## src/rtl/fp12_div_seq.sv

```systemverilog
// Sequential unsigned FP12 divider: restoring division, one quotient bit per clock.
// Define FP12_DIV_ROUND_EN to add one guard iteration and round half-up instead of truncating.
module fp12_div_seq #(
    parameter int IN1_POINT = 8,
    parameter int IN2_POINT = 8,
    parameter int OUT_POINT = 8,
    parameter int IN1_BIAS  = 7,
    parameter int IN2_BIAS  = 7,
    parameter int OUT_BIAS  = 7
) (
    input  logic        clk,
    input  logic        rst,
    input  logic        in_valid,
    output logic        in_ready,
    input  logic [11:0] in1,
    input  logic [11:0] in2,
    output logic        out_valid,
    input  logic        out_ready,
    output logic [11:0] out
);
    localparam int F  = (IN1_POINT > IN2_POINT) ? IN1_POINT : IN2_POINT;
    localparam int RW = F + 2;
    localparam int EW = 12 - OUT_POINT;
`ifdef FP12_DIV_ROUND_EN
    localparam int K  = OUT_POINT + 3;
`else
    localparam int K  = OUT_POINT + 2;
`endif
    localparam int CW = $clog2(K);

    typedef enum logic [1:0] {IDLE, CALC, DONE} state_t;

    state_t          state;
    logic [RW-1:0]   rem, div;
    logic [K-1:0]    q;
    logic [CW-1:0]   cnt;
    logic [EW-1:0]   exp_r;

    logic            ge;
    logic [RW-1:0]   rem_sub;
    logic [K-1:0]    q_nxt;
    logic            hi;
    logic            rbit;
    logic [OUT_POINT-1:0] mant;
    logic [OUT_POINT:0]   mant_rnd;
    logic [EW-1:0]   exp_res;
    logic [EW-1:0]   exp_in;

    assign in_ready  = (state == IDLE);
    assign out_valid = (state == DONE);

    // Biased result exponent for the q >= 1 case; wraps modulo 2^EW.
    assign exp_in = EW'(in1[11:IN1_POINT]) - EW'(in2[11:IN2_POINT])
                  + EW'(OUT_BIAS + IN2_BIAS - IN1_BIAS);

    always_comb begin
        ge      = (rem >= div);
        rem_sub = ge ? rem - div : rem;
        q_nxt   = {q[K-2:0], ge};
        hi      = q_nxt[K-1];
`ifdef FP12_DIV_ROUND_EN
        mant    = hi ? q_nxt[OUT_POINT+1:2] : q_nxt[OUT_POINT:1];
        rbit    = hi ? q_nxt[1] : q_nxt[0];
`else
        mant    = hi ? q_nxt[OUT_POINT:1] : q_nxt[OUT_POINT-1:0];
        rbit    = 1'b0;
`endif
        // A rounding carry-out leaves the mantissa at zero and bumps the exponent.
        mant_rnd = {1'b0, mant} + {{OUT_POINT{1'b0}}, rbit};
        exp_res  = (hi ? exp_r : exp_r - EW'(1)) + EW'(mant_rnd[OUT_POINT]);
    end

    always_ff @(posedge clk or posedge rst) begin
        if (rst) begin
            state <= IDLE;
            rem   <= '0;
            div   <= '0;
            q     <= '0;
            cnt   <= '0;
            exp_r <= '0;
            out   <= 12'h000;
        end else begin
            case (state)
                IDLE: if (in_valid) begin
                    rem   <= RW'({1'b1, in1[IN1_POINT-1:0]}) << (F - IN1_POINT);
                    div   <= RW'({1'b1, in2[IN2_POINT-1:0]}) << (F - IN2_POINT);
                    exp_r <= exp_in;
                    q     <= '0;
                    cnt   <= '0;
                    state <= CALC;
                end
                CALC: begin
                    rem <= rem_sub << 1;
                    q   <= q_nxt;
                    cnt <= cnt + CW'(1);
                    if (cnt == CW'(K - 1)) begin
                        out   <= {exp_res, mant_rnd[OUT_POINT-1:0]};
                        state <= DONE;
                    end
                end
                DONE: if (out_ready) state <= IDLE;
                default: state <= IDLE;
            endcase
        end
    end
endmodule
```

## config.mk

```make
export PLATFORM = sky130hd
export DESIGN_NAME = fp12_div_seq
export DESIGN_NICKNAME = d
export VERILOG_FILES = /design/src/rtl/fp12_div_seq.sv
export SDC_FILE = /design/constraint.sdc
export NUM_CORES = 1
export LEC_CHECK = 0
export ABC_CLOCK_PERIOD_IN_PS = 7400
export CAP_MARGIN = 0
export CORE_MARGIN = 5
export CORE_UTILIZATION = 58
export CTS_CLUSTER_DIAMETER = 60
export DETAILED_ROUTE_END_ITERATION = 8
export PLACE_DENSITY = 0.89
export SLEW_MARGIN = 20
export SYNTH_ARGS = -nofsm -noshare
export SYNTH_HDL_FRONTEND = slang
export SYNTH_SLANG_ARGS = --single-unit
```

## constraint.sdc

```tcl
create_clock -name clk -period 7.4 [get_ports clk]
set_input_delay 1.11 -clock clk [delete_from_list [all_inputs] [get_ports clk]]
set_output_delay 1.11 -clock clk [all_outputs]
set_load 0.02 [all_outputs]
```

==> results by group <==
Die
  – Die area: approximately 6200 sq um
  – Row cnt: 25
  – Chip width: around 79 um
  – Core footprint: between 4000 and 5000 sq um
  – I/O pin count: between 40 and 50
  – Initial Util: 0.592
  – Die H: about 79 um

Timing
  – Final setup fails: 0
  – Maximum clock frequency: 364 MHz
  – Period utilization: 0.371
  – Final Hold Fails: 0
  – Setup_tns: 0 ns
  – RSZ-0062 raised after global routing: false
  – Tightest Pin Transition: 1.03 ns
  – Max Slew Vio Count: 0
  – Clk_skew: approximately 0.0042 ns
  – Worst rel slew slack: 0.310
  – Crit path time final: 2.75 ns

Global routing
  – Vias in the first global route: ~2200
  – Total track usage: 0.194
  – GR Overflow Total: 0
  – Antenna violations before repair: 0
  – Largest net degree at the start of global routing: a little over 50
  – First-pass GRT wire length: 9550 um

Logic synthesis
  – Post-synthesis cell type count: just under 50
  – Post-Syn Nets: 331
  – Number of synthesized register bits: 50
  – Main synth FF type: dfrtp_1
  – Post-synth EDFFs: 0
  – Register area share after synthesis: 0.454
  – Cells after Synth: roughly 290
  – Syn. warnings: 0
  – Avg Cell Area, Syn: a little under 10 sq um
  – Synthesized area: roughly 2800 sq um
  – Synth async-reset ratio: 1.00

Routing
  – Via density: ~5.7
  – Drt pass-1 iters: 4
  – Routed wire length: between 5000 and 6000 um
  – # DRC: 0
  – Routed via count: around 2100
  – Drt wl/cell: between 10 and 15 um
  – Antenna Nets Post-Route: 0
  – Initial DRC Count: roughly 120

Critical path
  – Critical Path RT: 7.55 ns
  – Maximum fanout along the worst path: 16
  – Kind of critical path: reg2reg
  – CP arrival: 2.89 ns
  – Reg2Reg Depth: 9
  – Crit start category: flip-flop
  – CP Capture Type: flip-flop
  – Reg2Reg Setup Slack: around 4.7 ns

Clock tree
  – Root buf cell: clkbuf_8
  – Max clock buf depth: 2
  – CTS sink count: 50
  – Setup bufs post-CTS: 0
  – CTS tree: yes
  – Cts bufs inserted: 5
  – H-tree level count: 2
  – Post-cts repair resize count: 0
  – Clock transition at path regs: approximately 0.09 ns
  – Hold buffer count at cts: 0
  – Clk_lat worst skew: 0.31 ns

Power
  – PwrDens: between 400 and 500 nW/um^2
  – Maximum vdd drop: between 0.3 and 0.4 mV
  – Leakage power: 1.43 nW

Final layout
  – NumNets Final: ~370
  – Share of post-route cells with drive strength above 1: 0.0625
  – # diodes: 0
  – Area growth syn-to-layout: 18.6%
  – Post-layout util: 0.702

Flow run
  – Max Cap Viol: 0

Place
  – Hpwl dp: ~4000 um
  – Port Buffers: 41
  – Final GP Congestion: 0.791

Hold path
  – Hold/Removal Path Class: reg2reg
  – Hold path depth: 2

Run status
  – Status: completed
## flip-flops by register name (all words and copies together), names as in the netlist
name	count
out	12
rem	10
div	9
q	9
cnt	4
exp_r	4
state	2
## cell families after synthesis
group / synth area share
AO/OA/AOI/OAI: 0.192
XOR/XNOR: 0.0317
adder cells (fa/ha/maj): 0.0871
buffers and inverters: 0.0558
flip-flops: 0.454
multiplexers: 0.0517
AND/OR/NAND/NOR: 0.128
## power breakdown
| group | leakage [nW] | internal, mW | switching [mW] |
|---|---|---|---|
| Clock | 0.0447 | 0.0683 | 0.0958 |
| Sequential | 0.596 | 0.400 | 0.0958 |
| Combinational | 0.787 | 0.417 | 0.501 |
| Total | 1.43 | 0.885 | 0.692 |
## critical path, cell delays in order, from the launching register on
cell and delay [ns]:
dfrtp_1 0.41, inv_1 0.07, ha_1 0.23, inv_1 0.08, fa_1 0.42, a211oi_2 0.31
o211ai_1 0.19, a21oi_4 0.47, mux2i_1 0.29, o221ai_1 0.13
## cells in the mapped netlist (all sizes together) (2+ instances only)
library cell / number / area (sq um)
nor2b: 4 / 32.5
nand3: 3 / 15.0
nor2: 20 / 75.1
dfrtp: 50 / 1250
a221oi: 2 / 23.8
nor3: 2 / 10.0
o21ai: 24 / 120
nand4: 2 / 12.5
a21oi: 18 / 101
fa: 2 / 40.0
or4: 2 / 15.0
mux2i: 12 / 120
xnor2: 8 / 70.1
nor4: 2 / 12.5
o211ai: 4 / 30.0
o221ai: 4 / 35.0
buf: 6 / 43.8
a22o: 9 / 78.8
a31oi: 2 / 12.5
inv: 20 / 75.1
a21o: 3 / 22.5
ha: 16 / 200
a311o: 2 / 20.0
nand2: 41 / 154
clkbuf: 9 / 35.0
xor2: 2 / 17.5
mux2: 2 / 22.5
## path summary, 6_finish.rpt
kind,to,from
max,rem[5],rem[0]
min,div[8],div[8]
max reg2reg,rem[5],rem[0]
min reg2reg,div[8],div[8]
max in group asynchronous,rem[0],rst
min in group asynchronous,out[11],rst
## area by class of cell
cell class | count | area [sq um]
timing repair buffer | 42 | 418
multi-input combinational | 200 | 1370
fill | 357 | 1390
tap | 54 | 67.6
clock buffer | 5 | 68.8
sequential | 50 | 1250
inverter | 20 | 76.3
clock inverter | 3 | 25.0
## per-stage QoR
step	instances	power (mW)	instance area [sq um]	hold WS, ns	setup WS [ns]
after global routing	374	1.72	3270	0.495	4.46
after CTS	374	1.58	3270	0.464	4.64
after detailed placement	366	1.41	3170	0.442	4.36
final	374	1.58	3270	0.459	4.65
after floorplan	285	1.20	2760	0.418	4.93
after global placement	366	1.37	3170	0.431	4.43
## routing by layer
metal	routed length, um	vias up	track usage	part of all wire
li1	-	1062	-	-
met2	2770	59	0.338	0.50
met5	0	-	0	0
met1	2330	1007	0.224	0.42
met4	178	0	0.0997	0.032
met3	226	20	0.0385	0.041
## layout by cell type, fill, tap and decap left out, types with 2 or more instances in the layout
cell,instances
dfrtp_1,50
nand2_1,41
clkdlybuf4s50_1,41
nor2_1,20
inv_1,19
o21ai_0,19
a21oi_1,17
ha_1,16
mux2i_1,12
a22o_1,9
xnor2_1,8
o21ai_1,5
clkbuf_8,5
o211ai_1,4
o221ai_1,4
a21o_1,3
nand3_1,3
nand4_1,2
a311o_1,2
nor2b_1,2
nor4_1,2
xor2_1,2
mux2_2,2
or4_1,2
a31oi_1,2
fa_1,2
Power figures use the tool's default switching activity.
